File: src/rtl/seq_shift_add_multiplier.sv
// Sequential shift-and-add multiplier with signed/unsigned operands.
// Multiplies magnitudes one multiplier bit per cycle, then applies the result sign.
module seq_shift_add_multiplier #(
  parameter int WIDTH = 4
) (
  input  logic               clk,
  input  logic               rst,
  input  logic               start,
  output logic               in_ready,
  input  logic               signed_mode,
  input  logic [WIDTH-1:0]   a,
  input  logic [WIDTH-1:0]   b,
  output logic [2*WIDTH-1:0] product,
  output logic               out_valid,
  input  logic               out_ready,
  output logic               busy
);

  localparam int CW = $clog2(WIDTH + 1);

  typedef enum logic [1:0] {
    IDLE,
    RUN,
    FIX,
    DONE
  } state_t;

  state_t state, next_state;

  logic [2*WIDTH-1:0] mcand;
  logic [WIDTH-1:0]   mplier;
  logic [2*WIDTH-1:0] acc;
  logic [CW-1:0]      count;
  logic               neg;
  logic [WIDTH-1:0]   mag_a;
  logic [WIDTH-1:0]   mag_b;

  // The most-negative value negates to itself, which read as unsigned is the correct magnitude.
  always_comb begin
    mag_a = (signed_mode && a[WIDTH-1]) ? (~a + 1'b1) : a;
    mag_b = (signed_mode && b[WIDTH-1]) ? (~b + 1'b1) : b;
  end

  always_ff @(posedge clk or posedge rst) begin
    if (rst) begin
      state <= IDLE;
    end else begin
      state <= next_state;
    end
  end

  always_comb begin
    next_state = state;
    case (state)
      IDLE: if (start) next_state = RUN;
      RUN:  if (count == CW'(WIDTH)) next_state = FIX;
      FIX:  next_state = DONE;
      DONE: if (out_ready) next_state = IDLE;
      default: next_state = IDLE;
    endcase
  end

  // Bits are consumed while count < WIDTH; the cycle at count == WIDTH only hands over to FIX.
  always_ff @(posedge clk or posedge rst) begin
    if (rst) begin
      mcand   <= '0;
      mplier  <= '0;
      acc     <= '0;
      count   <= '0;
      neg     <= 1'b0;
      product <= '0;
    end else begin
      case (state)
        IDLE: begin
          if (start) begin
            mcand  <= {{WIDTH{1'b0}}, mag_a};
            mplier <= mag_b;
            acc    <= '0;
            count  <= '0;
            neg    <= signed_mode & (a[WIDTH-1] ^ b[WIDTH-1]);
          end
        end
        RUN: begin
          if (count < CW'(WIDTH)) begin
            if (mplier[0]) acc <= acc + mcand;
            mcand  <= mcand << 1;
            mplier <= mplier >> 1;
            count  <= count + 1'b1;
          end
        end
        FIX: begin
          product <= neg ? (~acc + 1'b1) : acc;
        end
        default: ;
      endcase
    end
  end

  assign in_ready  = (state == IDLE);
  assign busy      = (state != IDLE);
  assign out_valid = (state == DONE);

endmodule

File: config.mk
export PLATFORM = sky130hd
export DESIGN_NAME = seq_shift_add_multiplier
export DESIGN_NICKNAME = d
export VERILOG_FILES = /design/src/rtl/seq_shift_add_multiplier.sv
export SDC_FILE = /design/constraint.sdc
export NUM_CORES = 1
export LEC_CHECK = 0
export BUFFER_PORTS_ARGS = -buffer_cell sky130_fd_sc_hd__buf_2
export CORE_MARGIN = 1.5
export CORE_UTILIZATION = 50
export CTS_CLUSTER_SIZE = 24
export DETAILED_ROUTE_END_ITERATION = 16
export PLACE_DENSITY = 0.82
export SLEW_MARGIN = 10
export SYNTH_ARGS = -nofsm -noshare
export SYNTH_HDL_FRONTEND = slang
export SYNTH_SLANG_ARGS = --single-unit
File: constraint.sdc
create_clock -name clk -period 3.1 [get_ports clk]
set_input_delay 0.93 -clock clk [delete_from_list [all_inputs] [get_ports clk]]
set_output_delay 0.93 -clock clk [all_outputs]
set_load 0.02 [all_outputs]
* After elaboration in Yosys (flattened, before gate mapping)
Index checks and enable logic that the tools add are counted.
** Cells by class
- $add $sub $neg :: 5
- $mul :: 0
- Divide/modulo/power cells :: 0
- $lt $le $gt $ge :: 1
- Equality and inequality tests :: 9
- Shift-type cells :: 0
- Mux-type cells :: 20
- Bitwise operators :: 5
- Reduce and logical (&&, ||, !) cells :: 9
** Operator list (count)
- $mux 8 :: 6
- $pmux 8 s2 :: 2
- $mux 4 :: 4
- $add 4x1->4 const B :: 2
- $add 8x1->8 const B :: 1
- $add 8x8->8 :: 1
- $ne 2x2->1 const B :: 4
- $not 4->4 :: 2
- $not 8->8 :: 1
- $pmux 2 s4 :: 1
- $pmux 4 s2 :: 1
- $mux 2 :: 3
- $mux 3 :: 2
- $pmux 3 s2 :: 1
- $reduce_and 3->1 :: 2
- $eq 2x2->1 const B :: 2
- $reduce_and 4->1 :: 1
- $reduce_bool 2->1 :: 2
- $add 3x1->3 const B :: 1
- $eq 3x3->1 const B :: 1
- $lt 3x3->1 const B :: 1
- $eq 2x1->1 const B :: 1
- $logic_and 1x1->1 :: 2
- $logic_not 2->1 :: 1
- other kinds (4) :: 4
** Storage, ports and cells
- Bits in registers :: 34
- Latch bits :: 0
- Bits in writable memories :: 0
- Memory bits (read-only) :: 0
- Input bits :: 13
- Output and inout bits :: 11
- Logic and storage cells :: 56
- Memories kept :: 0

* Longest topological paths before layout
Gate-level depths: netlist (run 1).
- Depth in word-level cells :: 5
- Gate-level depth with buffers :: 8
- Mapped depth without buffers :: 7

* Least setup slack after synthesis (run 1)
OpenSTA, ideal clock, no wires.
- Path type :: reg-to-output
- From :: reg state[0]
- To :: out busy
- Data arrival time :: 1032 ps
- Data required time :: 2170 ps
- Path slack :: 1138 ps
- Cell stages (with the launch flop) :: 4
- Path buffers :: 0
- Cells stage by stage :: dfrtp_1 -> inv_1 -> ha_1 -> inv_1
** Between the ends
- Word-level cells in the longest chain between the ends :: 1
** Ends and longest elaborated chain
- from (decl) :: RTL line 28 : state_t state, next_state;
- from (signal assigned) :: RTL line 48 : state <= next_state;
- $reduce_bool 2->1 :: RTL line 100 : assign busy = (state != IDLE);
- to (decl) :: RTL line 16 : output logic busy
Every way passes these cells.

* Final worst setup path (run 1)
- From :: reg state[0]
- To :: out in_ready
** Between the ends
- Word-level cells in the longest chain between the ends :: 1
** Ends and longest elaborated chain
- $logic_not 2->1 :: RTL line 99 : assign in_ready = (state == IDLE);
- to (decl) :: RTL line 9 : output logic in_ready,
Every way passes these cells.

==> impl.org, run 1 <==
** Worst setup path
- Critical Path AT :: roughly 1.4 ns
- STA puts the critical path data required time at roughly 2.2 ns.
- The worst setup path is captured at an output port.
- Element type at the critical path start :: flop
- The startpoint identified for the worst register-to-register timing path is state[0]$_DFFE_PP0P_.
- The critical path in this run is classified as reg -> out.
- Worst-case reg-to-reg path depth :: 7
- The most critical setup path has its startpoint at state[0]$_DFFE_PP0P_.
- Flop2flop setup slack :: approximately 1.1 ns
- In this run the critical register-to-register path is captured at acc[6]$_DFFE_PP0P_.
- In this run the worst path has a maximum fanout of 7.

** Timing
- Dividing the final minimum period by the clock period gives 73.53%.
- Setup repair after global routing missed its margin :: no
- Min cycle time layout :: between 2 and 2.5 ns
- Worst relative slew slack :: ~67%
- The max-slew violation total from the final report came to 0.
- Based on the critical path, the design can be clocked at up to about 440 MHz.
- The total count of hold-check failures in the final report came to 0.
- After routing, the total negative slack on setup checks comes to 0 ns.
- Worst-margin pin slew :: 0.4918 ns
- Setup-failing EPs final :: 0
- Fin Clk Skew :: around 0.0043 ns

** Drt
- Number of design-rule violations left by the first detailed-router iteration :: 26
- Antenna-violating nets left :: 0
- Number of vias per cell :: around 5.5
- For this block, the routed nets add up to 3.646 mm of wire.
- Vias :: 1616
- Number of iterations in the first detailed-routing pass :: 4
- Residual DRC :: 0
- Dividing the detail-routed wire length by the instance count gives 12.32 um.

** Synth
- Of the synthesized area, sequential elements account for between 40 and 50%.
- Syn Area/Cell :: between 9 and 10 um2
- Count of flip-flops with a built-in enable after synthesis :: 0
- Synthesis produced about 220 cells.
- Cell area after synthesis :: about 2100 um2
- In the post-synthesis netlist, the biggest area contributors are dfrtp_1 (40%), ha_1 (9.5%), nand2_1 (5.9%).
- For this run, asynchronously set or reset flops after synthesis account for 100.0%.
- Simple-gate area share of the yosys netlist :: between 10% and 20%
- Summing the areas of all compound-gate instances in the mapped netlist gives a little over a fifth of the synthesized area.
- Post-synthesis cell type count :: 37
- Yosys printed 0 warnings.
- Summing the areas of all xor and xnor instances in the mapped netlist gives around 5% of the synthesized area.
- The biggest area contributor in the post-synthesis netlist is dfrtp_1.
- In the synthesized netlist, mux cells make up about 4.7% of the area.
- Largest family of logic cells by synthesized area :: compound AO/OA/AOI/OAI gates
- The commonest cells after synthesis are dfrtp_1 (34), nand2_1 (33), a21oi_1 (19), o21ai_0 (19), ha_1 (16).
- dfrtp_1 is the most common cell in the netlist.
- Summing the areas of all fa, ha and maj instances in the mapped netlist gives about a tenth of the synthesized area.
- Synthesis produced a netlist with a net count of around 250.
- Most frequently used flop master after synthesis :: dfrtp_1
- Number of register bits inferred by synthesis :: 34
- Summed over its instances, the top area cell type makes up between 40% and 50% of the synthesized netlist area.

** Clock tree
- Depth of the CTS H-tree :: 2
- After clock tree synthesis, the flow added hold-fix buffers numbering 0.
- TritonCTS clock tree :: built
- Clock transition at the register clock pins on the worst setup and hold paths after CTS :: approximately 0.06 ns
- The cell sitting at the root of the clock tree is a clkbuf_8.
- PostCTS Resize Cnt :: 0
- The later pin in the worst-skew pair is clocked with a latency of 0.28 ns.
- Number of buffers added for setup after CTS :: 0
- CTS saw 34 sinks.
- In this run the deepest clock path goes through 2 buffers.
- Total CTS buffers :: 5

** Min path
- Worst Hold End :: mplier[2]$_DFFE_PP0P_
- Startpoint of the most critical hold path :: mplier[2]$_DFFE_PP0P_
- The tightest min-delay check is of the reg -> reg type.
- The worst hold path was traced through 2 stages.

** Place
- At the end of routability-driven placement, the weighted congestion stood at about 0.83.
- Dpl hpwl :: about 2.7 mm
- Port Buf Inserts :: 23

** Floorplan
- Floorplan row count :: 23
- Number of primary I/O pins :: 24
- The core region is ~4000 um2.
- The initial utilization of the core area, before any placement, comes to 52.20%.
- The floorplan step set the die height to 67.86 um.
- Die Footprint :: 4604 um2
- The floorplan step set the die width to about 68 um.

** Job
- Count of maximum capacitance violations :: 0

** Run status
- The run finished with clean final reports.

** Cells and area
- For this run, the share of the core covered by cells in the final layout is 58.04%.
- Filler cells :: approximately 380
- Proportion of layout cells with a drive suffix above 1 :: between 10% and 20%
- After the last flow step, the layout net total stands at 277.
- The repair_antennas step left the layout with diodes totalling 0.
- Relative to the synthesized area, the layout overhead comes to 11.18%.

** Power
- VDD sags by at most between 0.4 and 0.5 mV.
- Power per unit of standard cell area :: between 900 and 1000 nW/um2
- In this run the static leakage power is ~0.0012 uW.

** Global route
- Across every metal layer, demand over resource in global routing totals 18.72%.
- The first global-routing pass estimated between 6 and 7 mm of wire.
- Number of global-route vias before repair :: around 1.5k
- Largest net degree at the start of global routing :: 35
- After global routing the overflow that remains totals 0.
- Number of antenna violations at the first check in global routing :: 0
==> sequential cells by signal, indices dropped and copies added (netlist names) <==
signal / cells
product: 8
mplier: 4
mcand: 8
acc: 8
state: 2
count: 3
neg: 1
==> layout by cell type, fill, tap and decap left out, drive strengths merged, types with 2 or more instances in the layout <==
| cell | netlist | final |
|---|---|---|
| dfrtp | 34 | 34 |
| nand2 | 33 | 33 |
| buf | 6 | 25 |
| a21oi | 20 | 20 |
| o21ai | 19 | 19 |
| ha | 16 | 16 |
| inv | 15 | 15 |
| a22o | 14 | 14 |
| nor2 | 11 | 11 |
| xor2 | 9 | 9 |
| clkbuf | 3 | 6 |
| mux2i | 5 | 5 |
| nand3 | 4 | 4 |
| o31ai | 4 | 4 |
| mux2 | 4 | 4 |
| a21o | 3 | 3 |
| xnor2 | 3 | 3 |
| nor2b | 3 | 3 |
| nand2b | 2 | 2 |
| or3 | 2 | 2 |
| a32o | 2 | 2 |
==> worst max-delay path by stage <==
stage,depth (start not counted),end
after floorplan,3,busy
after global placement,6,acc[6]$_DFFE_PP0P_
after detailed placement,6,acc[6]$_DFFE_PP0P_
after CTS,3,in_ready
after global routing,4,busy
final,3,in_ready
==> cell type report <==
cell class / instances / area, um2 / area share (%)
flip-flops and latches: 34 / 850.8 / 36.38
clock buffers: 6 / 82.58 / 3.531
well taps: 50 / 62.56 / 2.675
repair buffers: 25 / 130.1 / 5.564
inverters: 15 / 56.30 / 2.408
multi-input cells: 166 / 1156 / 49.44
==> cell families (layout without fill, tap and decap cells) <==
kind of cell | count (synthesis) | count (layout)
AO/OA/AOI/OAI | 67 | 67
XOR/XNOR | 12 | 12
adder cells (fa/ha/maj) | 17 | 17
buffers and inverters | 24 | 46
flip-flops | 34 | 34
multiplexers | 9 | 9
AND/OR/NAND/NOR | 61 | 61
==> worst max-delay path, cell delays in order (launching register included) <==
cell and delay (ns):
dfrtp_1 0.40, inv_1 0.11, ha_1 0.32, buf_2 0.22
==> report_power, final <==
part           internal, uW  switching [uW]  total (uW)  leakage (uW)
clock                   171             143         314     0.0000431
combinational           465             639        1100      0.000692
sequential              631             183         815      0.000445
==> per-stage QoR <==
stage                     area [um2]  hold WS (ns)  worst slack, ns  std cells  total power, uW
after global routing            2338        0.5266           0.7127        296             2447
final                           2338        0.4982           0.8207        296             2233
after detailed placement        2256        0.4822           0.9668        290             1933
after floorplan                 2103        0.4496            1.138        224             1684
after CTS                       2338        0.4965           0.8118        296             2262
after global placement          2256        0.4700           0.9958        290             1888
==> metal layers <==
layer | vias up | GRT usage [%] | wire length (um)
li1 | 834 | - | -
met1 | 746 | 22.97 | 1745
met2 | 29 | 31.00 | 1687
met3 | 7 | 5.592 | 154
met4 | 0 | 7.250 | 58
met5 | - | 0 | 0
Note: power is estimated with default switching activity, not from simulation.
==> inputs of run 2 (changes only) <==
--- a/config.mk
+++ b/config.mk
@@ -5,12 +5,13 @@
 export SDC_FILE = /design/constraint.sdc
 export NUM_CORES = 1
 export LEC_CHECK = 0
+export ABC_AREA = 1
 export BUFFER_PORTS_ARGS = -buffer_cell sky130_fd_sc_hd__buf_2
 export CORE_MARGIN = 1.5
 export CORE_UTILIZATION = 50
 export CTS_CLUSTER_SIZE = 24
 export DETAILED_ROUTE_END_ITERATION = 16
-export PLACE_DENSITY = 0.82
+export PLACE_DENSITY = 0.85
 export SLEW_MARGIN = 10
 export SYNTH_ARGS = -nofsm -noshare
 export SYNTH_HDL_FRONTEND = slang
==> constraint.sdc (replaced) <==
create_clock -name clk -period 1.9 [get_ports clk]
set_input_delay 0.57 -clock clk [delete_from_list [all_inputs] [get_ports clk]]
set_output_delay 0.57 -clock clk [all_outputs]
set_load 0.02 [all_outputs]
==> run 2 against run 1 <==
  * Core utilization increased by 1.6 points
  * Non-clock buffer count stayed put
  * Die area rose by 0.46%
  * Synthesized area up 0.48%
  * Setup slack worse by 0.71 ns
  * Clock power up 120%
  * Sequential power rose by 45%
  * Total power increased by 63%
  * Global-route usage increased by 3.9 points
  * Highest routed layer unchanged
==> impl.org, run 2 <==
** Run status
- The flow ran to the end, and the final reports show no timing, DRC or antenna violations.

** Synth
- Of all cell types, the one taking the most synthesized area is dfrtp_1.
- Counting flops and latches in the post-synthesis netlist gives 34.
- The most common cell in the synthesized netlist is nand2_1.
- Synthesis produced a netlist whose cell count is approximately 270.
- FFs w/ async S/R, synth :: 100.0%
- Post-synthesis cell type count :: 30
- The share of the Yosys chip area taken by registers is roughly two fifths.
- In this run, synthesis inferred 0 flip-flops with an integrated enable.
- Yosys warnings :: 0
- Sorting the synthesized cells by area gives the leading types as dfrtp_1 (40%), nand2_1 (13%), ha_1 (9.5%).
- Top cell type's share of synthesized area :: 40.26%
- For this run, the leading register cell type out of synthesis is dfrtp_1.
- Summing every instance area after synthesis gives between 2000 and 2500 um2.
- Most used standard cells in the synthesized netlist :: nand2_1 (74), inv_1 (35), dfrtp_1 (34)
- Synthesized net count :: around 300
- Syn Area/Cell :: between 7 and 8 um2

** Power
- Summed over all cells, the static leakage comes to 0.001303 uW.
- Fraction of power consumed by the clock network :: around a fifth
- The share of total power dissipated in sequential elements is 32.5%.
- For this design the ratio of total power to cell area is approximately 1500 nW/um2.
- In this run, the combinational gates consume between 40% and 50% of the power.
- Cell internal pwr :: around 2000 uW
- Net switching is between 40% and 50% of the power.
- Worst vdd ir :: 1.130 mV
- The analysis attributes to net switching a power of 1608 uW.

** Clock tree
- For the worst-skew pair, the clock arrives at the later sink with an insertion delay of 0.29 ns.
- The clock tree synthesis step divided the H-tree into 2 levels.
- After clock tree synthesis, the clock-pin slew on the worst setup and hold paths is approximately 0.07 ns.
- Clock tree synthesis found a total of 34 sinks.
- Number of buffers added for setup after CTS :: 0
- CTS Root Cell :: clkbuf_8
- TritonCTS clock tree :: built
- In this run, CTS created clock tree buffers numbering 5.
- Clock buffer depth :: 2

** Worst setup path
- Measured in cells, the most critical reg-to-reg path has a length of 9.
- Walking the worst path, the cells encountered are inv_1 > ha_4 > inv_2 > buf_2.
- Counting both buffers and inverters, the worst setup path holds a total of 3.
- Worst R2R Start :: state[1]$_DFFE_PP0P_
- Top delay family on crit path :: flip-flops
- The worst register-to-register path ends at acc[7]$_DFFE_PP0P_.
- Category of the worst setup path capture point :: output port
- Among all stages on the critical path, the largest delay is contributed by dfrtp_1.
- Data on the critical path arrives at its endpoint at 1.22 ns.
- Largest stage delay on the critical path :: ~0.41 ns
- Max Fanout on Critical Path :: 6
- STA classifies the critical path startpoint as a flop.
- Across all register-to-register paths, the minimum setup slack is between 0.1 and 0.15 ns.
- The critical path is of the reg -> out type.
- STA puts the critical path data required time at 1.33 ns.

** Drt
- Using the TritonRoute via totals, the vias-per-cell ratio works out to approximately 5.2.
- Vias :: 1783
- Summed over all layers, the routed wires come to 4.348 mm.
- Number of iterations in the first detailed-routing pass :: 5
- Antenna-violating nets left :: 0
- Dividing the detail-routed wire length by the instance count gives around 13 um.
- Number of design-rule violations left by the first detailed-router iteration :: 83
- In the routed design, unresolved DRC markers number 0.

** Cells and area
- Most frequent cells in the layout :: nand2_1 (74), inv_1 (35), dfrtp_1 (34), nand3_1 (24), buf_2 (23)
- Final Net Count :: roughly 320
- The number of antenna diodes in the final layout is 0.
- Top flop regs :: acc (8), mcand (8), product (8)
- Most frequent standard cell in the layout excluding fill and tap cells :: nand2_1
- Layout overhead on the synthesized area :: 13.74%
- The post-route netlist has 16.72% of its cells at a drive strength greater than 1.

** Timing
- Min cycle time layout :: 1.792 ns
- Worst-margin pin slew :: ~0.43 ns
- Final number of max-transition violations :: 0
- Achievable clock frequency :: between 500 and 600 MHz
- Setup-failing EPs final :: 0
- Measured against its own limit, the worst slew margin works out to a little under three quarters.
- The final critical path takes up ~94% of the cycle.
- Worst hold margin :: 0.3866 ns
- Endpoints failing hold :: 0
- Setup repair after global routing missed its margin :: no
- Clock skew on the completed layout was measured at roughly 0.005 ns.
- Summed over all failing endpoints, the final setup total negative slack is 0 ns.
- Setup slack of the critical path after layout :: approximately 0.11 ns

** Global route
- The total overflow left after global routing is 0.
- The first global-routing pass estimated approximately 7.8 mm of wire.
- In the global route stage, overall resource usage came out at 22.60%.
- Entering global routing, the biggest net connects 35 pins.
- Number of antenna violations at the first check in global routing :: 0
- Number of global-route vias before repair :: between 1.5k and 2k

** Floorplan
- After floorplanning, the core was sized to cover approximately 4000 um2.
- Number of primary I/O pins :: 24
- The initialized floorplan defines 23 standard-cell rows.
- The floorplan step set the die width to between 60 and 70 um.
- Die Y-Extent :: 68.01 um
- Die Footprint :: 4625 um2
- Starting Density :: a little over half

** Place
- Port Buf Inserts :: 23
- Post-Place Worst Slack :: 0.1676 ns
- The HPWL after detailed placement is ~3.3 mm.
- Routability-driven placement finished with a final weighted congestion of between 0.8 and 0.9.

** Job
- Count of maximum capacitance violations :: 0

** Min path
- Class of the worst hold path :: in -> async
[run 2: worst max-delay path by stage]
stage	from	to	slack [ns]	cells after the start
after floorplan	state[0]$_DFFE_PP0P_	mcand[4]$_DFFE_PP0P_	0.13	9
after global placement	state[0]$_DFFE_PP0P_	acc[5]$_DFFE_PP0P_	0.28	8
after detailed placement	state[1]$_DFFE_PP0P_	acc[7]$_DFFE_PP0P_	0.17	8
after CTS	state[1]$_DFFE_PP0P_	busy	0.05	4
after global routing	state[1]$_DFFE_PP0P_	acc[5]$_DFFE_PP0P_	0.008	7
final	state[1]$_DFFE_PP0P_	busy	0.11	4
[run 2: final cells by class]
| cell class | instances | area [um2] |
|---|---|---|
| multi-input cells | 188 | 1091 |
| well taps | 50 | 62.56 |
| repair buffers | 25 | 130.1 |
| flip-flops and latches | 34 | 850.8 |
| inverters | 39 | 156.4 |
| clock inverters | 1 | 30.03 |
| clock buffers | 6 | 82.58 |
| fillers | 372 | 1625 |
[run 2: cells by family after synthesis]
family | count (synthesis) | synth area share, %
fa+ha+maj | 17 | 10.42
flops | 34 | 40.26
xor+xnor | 8 | 3.316
simple gates | 117 | 23.80
buf+inv | 44 | 8.822
compound gates | 46 | 13.38
[run 2: what timing repair did]
action	CTS	global route
gates resized for setup	1	2
hold buffers	0	0
endpoints found under the setup margin	2	5
[run 2: metrics by stage]
step	std cells	utilization [%]	cell area, um2	power [uW]
global placement	336	56.49	2276	2841
detailed placement	336	56.49	2276	2917
floorplan	266	-	2113	2519
finish	343	59.66	2404	3629
CTS	343	59.35	2391	3624
global route	343	59.66	2404	3959
[run 2: worst min-delay path, cell delays in order]
cell   delay, ns
buf_2       0.10
inv_1       0.05
buf_4       0.38
[run 2: power by group through the flow]
stage          clock, uW  combinational [uW]  sequential [uW]
4_1_cts              697                1750             1180
6_report             680                1770             1180
2_1_floorplan          0                1300             1220
3_3_place_gp           0                1670             1170
5_1_grt              723                2020             1220
3_5_place_dp           0                1730             1190
[run 2: per-layer routing]
layer	GRT usage (%)	vias up	wire length, um
met3	5.921	6	234
met1	28.06	809	1934
li1	-	911	-
met2	37.99	57	2124
met5	0	-	0
met4	7.750	0	55
